**src/rtl/rank_select_pkg.sv**
```systemverilog
// Shared helpers for the weighted order-statistics kernel: rank width and the
// slice convention of the packed ranks vector (position j at [j*RANK_W +: RANK_W]).
package rank_select_pkg;

    function automatic int rank_width(input int n);
        return $clog2(n + 1);
    endfunction

    function automatic int rank_lsb(input int j, input int rank_w);
        return j * rank_w;
    endfunction

endpackage

```
**src/rtl/rank_match.sv**
```systemverilog
// Combinational compare of every position's rank against k, reduced to a
// priority one-hot (lowest index wins) plus a hit flag.
module rank_match
    import rank_select_pkg::*;
#(
    parameter int N      = 7,
    parameter int RANK_W = rank_width(N)
) (
    input  logic [RANK_W*N-1:0] ranks,
    input  logic [RANK_W-1:0]   k,
    output logic [N-1:0]        match,
    output logic                hit
);

    // k = 0 never matches, so masked-out positions (rank 0) are never selected
    always_comb begin
        match = '0;
        hit   = 1'b0;
        for (int j = 0; j < N; j++) begin
            if (!hit && (k != '0) && (ranks[rank_lsb(j, RANK_W) +: RANK_W] == k)) begin
                match[j] = 1'b1;
                hit      = 1'b1;
            end
        end
    end

endmodule

```
**src/rtl/rank_select.sv**
```systemverilog
// Back end of the order-statistics filter: sample window aligned with the rank
// matrix, a two-stage pipeline, and selection of the sample whose rank equals k.
module rank_select
    import rank_select_pkg::*;
#(
    parameter int N      = 7,
    parameter int DATA_W = 8,
    parameter int RANK_W = rank_width(N)
) (
    input  logic                clk,
    input  logic                rst,
    input  logic                in_valid,
    input  logic [DATA_W-1:0]   in_sample,
    input  logic [RANK_W*N-1:0] ranks,
    input  logic [RANK_W-1:0]   k,
    output logic                out_valid,
    output logic [DATA_W-1:0]   out_sample,
    output logic                out_miss
);

    localparam int FILL_W = $clog2(N + 1);

    logic [DATA_W-1:0] win  [N];
    logic [DATA_W-1:0] snap [N];
    logic [FILL_W-1:0] fill;
    logic              full_after_push;
    logic              pushed_full;
    logic [N-1:0]      match_c;
    logic [N-1:0]      match_q;
    logic              hit_c;
    logic              hit_q;
    logic              v1;
    logic [DATA_W-1:0] sel_sample;

    rank_match #(
        .N      (N),
        .RANK_W (RANK_W)
    ) u_rank_match (
        .ranks (ranks),
        .k     (k),
        .match (match_c),
        .hit   (hit_c)
    );

    assign full_after_push = (fill == FILL_W'(N - 1)) || (fill == FILL_W'(N));

    // Window shift register and saturating fill counter
    always_ff @(posedge clk) begin
        if (rst) begin
            for (int j = 0; j < N; j++) win[j] <= '0;
            fill        <= '0;
            pushed_full <= 1'b0;
        end else begin
            pushed_full <= in_valid && full_after_push;
            if (in_valid) begin
                for (int j = 0; j < N - 1; j++) win[j] <= win[j + 1];
                win[N-1] <= in_sample;
                if (fill != FILL_W'(N)) fill <= fill + 1'b1;
            end
        end
    end

    // Stage 1: ranks and k now describe the post-push window, so freeze both together
    always_ff @(posedge clk) begin
        if (rst) begin
            for (int j = 0; j < N; j++) snap[j] <= '0;
            match_q <= '0;
            hit_q   <= 1'b0;
            v1      <= 1'b0;
        end else begin
            v1 <= pushed_full;
            if (pushed_full) begin
                for (int j = 0; j < N; j++) snap[j] <= win[j];
                match_q <= match_c;
                hit_q   <= hit_c;
            end
        end
    end

    always_comb begin
        sel_sample = '0;
        for (int j = 0; j < N; j++) begin
            if (match_q[j]) sel_sample = sel_sample | snap[j];
        end
    end

    // Stage 2: data outputs only move with a result, otherwise they hold
    always_ff @(posedge clk) begin
        if (rst) begin
            out_valid  <= 1'b0;
            out_sample <= '0;
            out_miss   <= 1'b0;
        end else begin
            out_valid <= v1;
            if (v1) begin
                out_sample <= hit_q ? sel_sample : '0;
                out_miss   <= !hit_q;
            end
        end
    end

endmodule
```
**config.mk**
```make
export PLATFORM = sky130hd
export DESIGN_NAME = rank_select
export DESIGN_NICKNAME = d
export VERILOG_FILES = /design/src/rtl/rank_select_pkg.sv /design/src/rtl/rank_match.sv /design/src/rtl/rank_select.sv
export SDC_FILE = /design/constraint.sdc
export NUM_CORES = 1
export LEC_CHECK = 0
export BUFFER_PORTS_ARGS = -buffer_cell sky130_fd_sc_hd__buf_2
export CORE_MARGIN = 3
export CORE_UTILIZATION = 50
export DETAILED_ROUTE_END_ITERATION = 10
export PLACE_DENSITY = 0.68
export SETUP_SLACK_MARGIN = 0.1
export SLEW_MARGIN = 20
export SYNTH_ARGS = -nofsm -noshare
export SYNTH_HDL_FRONTEND = slang
export SYNTH_SLANG_ARGS = --single-unit
```
**constraint.sdc**
```tcl
create_clock -name clk -period 6.3 [get_ports clk]
set_clock_uncertainty 0.05 [all_clocks]
set_input_delay 0 -clock clk [delete_from_list [all_inputs] [get_ports clk]]
set_output_delay 0 -clock clk [all_outputs]
set_load 0.02 [all_outputs]
```
==> results.md <==
- WS Path Type: reg -> reg
- FF-to-FF End: snap[3][2]
- Fill cells: 834
- Global route overflow: 0
- Pleak: 2.56 nW
- Max VDD drop: 0.205 mV
- Reg2reg setup slack: 4.19 ns
- R2R cell count: 2
- Reg area: 0.00382 mm²
- Delay of the slowest critical-path stage: 0.82 ns
- Routed vias/inst: 5.19
- Crit-path cells: nor2_1, clkinv_2
- Tot GR Track Use: 0.167
- Relative slew slack: 0.377
- Hold path startpoint: ranks[16]
- HP Class: in -> reg
- Insertion delay to the later sink of the worst-skew pair: 0.41 ns
- CP Data Required Time: 6.12 ns
- Design area: 0.00665 mm²
- Multi-input logic area: 0.00169 mm²
- Cell Area, Placed: 0.00595 mm²
- Post-synth EDFFs: 112
- Register area share after synthesis: 0.675
- RSZ-0062 raised after global routing: no
- Final min period: 2.11 ns
- Mapped Area: 0.00566 mm²
- Pin count of the biggest net entering global routing: 57
- Vias in the first global route: 3276
- Vias: 3186
- Synthesis-to-layout area growth: 17.4%
- Setup-failing EPs final: 0
- Antenna viol nets, final: 0
- Fmax: 473 MHz
- Status: finished clean
- Core ar.: 0.0109 mm²
- Root Driver: clkbuf_16
- Worst slew pin tran: 0.934 ns
- Initial antenna violation count: 0
- Setup TNS Final: 0 ns
- Total routed wirelength: 9660 µm
- Slowest CP cell: clkinv_2
- Final Hold Vio Count: 0
- Clock buffer depth: 2
- CP Max Fanout: 56
- Cell Rows: 38
- Post-Route Utilization: 0.608
- Routability cong.: 0.742
- Number of detailed-route iterations in the first pass: 5
- Wire length per cell: 15.7 µm
- Setup bufs post-CTS: 0
- Ys Warns: 0
- Syn avg cell area: 13.7 µm²
- Worst Path Buf+Inv: 1
- Initial core utilization: 0.518
- Crit share post-route: 0.335
- Async SR Flop Fraction: 0
- IO Port Bufs: 44
- Total Power: 2.11 mW
- Area of the die: 0.0126 mm²
- Worst Hold Path EP: match_q[6]
- Type of origin of the critical path: register
- Clock slew at reported path FFs: 0.06 ns
- PwrDens: 318 mW/mm²
- CTS buffer count: 17
- Slew Viols, Final: 0
- Layout cell share with drive strength beyond 1: 0.196
- Number of cells on the worst hold path: 4
- Critical R2R Launch: pushed_full
- Mapped Cells: 412
- Launch point of the worst path: pushed_full
- Synthesis-stage register bit count: 135
- First-pass GRT wire length: 16200 µm
- CP endpoint kind: register
- Drt drc: 0
- CTS Sinks: 135
- Max_cap viols: 0
- Count of cell types in the netlist: 45
- Mapped Nets: 450
- CP delay by family, top: buffers and inverters
- Die height: 112 µm
- WP data arrival: 1.93 ns
- # diodes: 0
- H-Tree Depth: 4
- Die X: 112 µm
- TritonCTS clock tree: yes
- Net total in the final layout: 499
- Top_reg_cell synth: edfxtp_1
- Detailed placement HPWL: 6020 µm
- Initial drt markers: 220
- Ports: 45
-- where the power goes --
group,switching (mW),internal (mW),total [mW]
registers,0.0145,1.01,1.02
clock network,0.368,0.635,1.00
logic,0.0500,0.0369,0.0868
-- worst max-delay path by stage --
stage	depth (start not counted)	to	slack, ns
floorplan	2	snap[0][0]	4.28
global placement	7	hit_q	4.19
detailed placement	3	snap[6][0]	4.16
CTS	2	snap[5][6]	4.40
global route	2	snap[6][2]	3.97
finish	2	snap[3][2]	4.19
-- layout by cell type (no fill, tap or decap), drive strengths merged, types with 4 or more instances in the layout --
master       count
and2            97
nand3           10
buf             46
dlygate4sd3      9
a21oi           13
clkbuf          18
a22oi           16
clkinvlp         4
dfxtp           23
a222oi           8
xor2            10
xnor2            8
nor3             4
edfxtp         112
nand2            5
nor2b           29
nor2            18
clkinv           5
inv              9
-- stage by stage --
step	instances	hold slack, ns	setup slack, ns
after CTS	614	0.0116	4.40
final	614	0.0244	4.19
after floorplan	412	0.148	4.28
after global placement	573	0.240	4.19
after global routing	614	0.0428	3.97
after detailed placement	573	0.246	4.16
-- state kept, by name, indices dropped and copies added (netlist names) --
signal and cells:
fill 3, match_q 7, hit_q 1, snap 56, win 56, pushed_full 1
out_valid 1, v1 1, out_sample 8, out_miss 1
-- cells by family (layout without fill, tap and decap cells) --
group / count (synthesis) / after routing / synth area share
buffers and inverters: 32 / 94 / 0.0269
flip-flops: 135 / 135 / 0.675
multiplexers: 2 / 2 / 0.00574
AO/OA/AOI/OAI: 50 / 50 / 0.0700
AND/OR/NAND/NOR: 172 / 172 / 0.185
XOR/XNOR: 18 / 18 / 0.0305
adder cells (fa/ha/maj): 3 / 3 / 0.00663
-- synth_stat cells, types with 3 or more instances --
library cell / count / area, µm²
ha_1: 3 / 37.5
nor2b_1: 29 / 181
xor2_1: 8 / 70.1
inv_1: 7 / 26.3
clkbuf_1: 19 / 71.3
nand2_1: 5 / 18.8
nor2_1: 18 / 67.6
a22oi_1: 16 / 120
nor3_1: 3 / 15.0
and2_1: 97 / 607
edfxtp_1: 112 / 3360
nand3_1: 9 / 45.0
xnor2_1: 8 / 70.1
a222oi_1: 8 / 80.1
a21oi_1: 13 / 65.1
dfxtp_1: 23 / 460
-- layout make-up --
type                    instances  share of cell area
flip-flops and latches        135               0.575
multi-input cells             245               0.254
clock buffers                  18              0.0660
repair buffers                 55              0.0489
well taps                     140              0.0263
clock inverters                14              0.0260
inverters                       7             0.00414
-- tightest hold or removal path, delay by kind of cell --
| family | cells | cell delay [ns] |
|---|---|---|
| AO/OA/AOI/OAI | 3 | 0.36 |
| buffers and inverters | 1 | 0.09 |
-- per-layer routing --
layer / part of all wire / global-route usage / routed length (µm) / vias up
li1: - / - / - / 1571
met1: 0.45 / 0.221 / 4330 / 1522
met2: 0.48 / 0.259 / 4620 / 82
met3: 0.060 / 0.0518 / 576 / 11
met4: 0.013 / 0.0673 / 127 / 0
met5: 0 / 0 / 0 / -
-- timing repair --
item	in CTS	in global routing
hold buffers	9	0
endpoints found under the hold margin	16	0
gates resized for setup	0	0
Power figures use the tool's default switching activity.
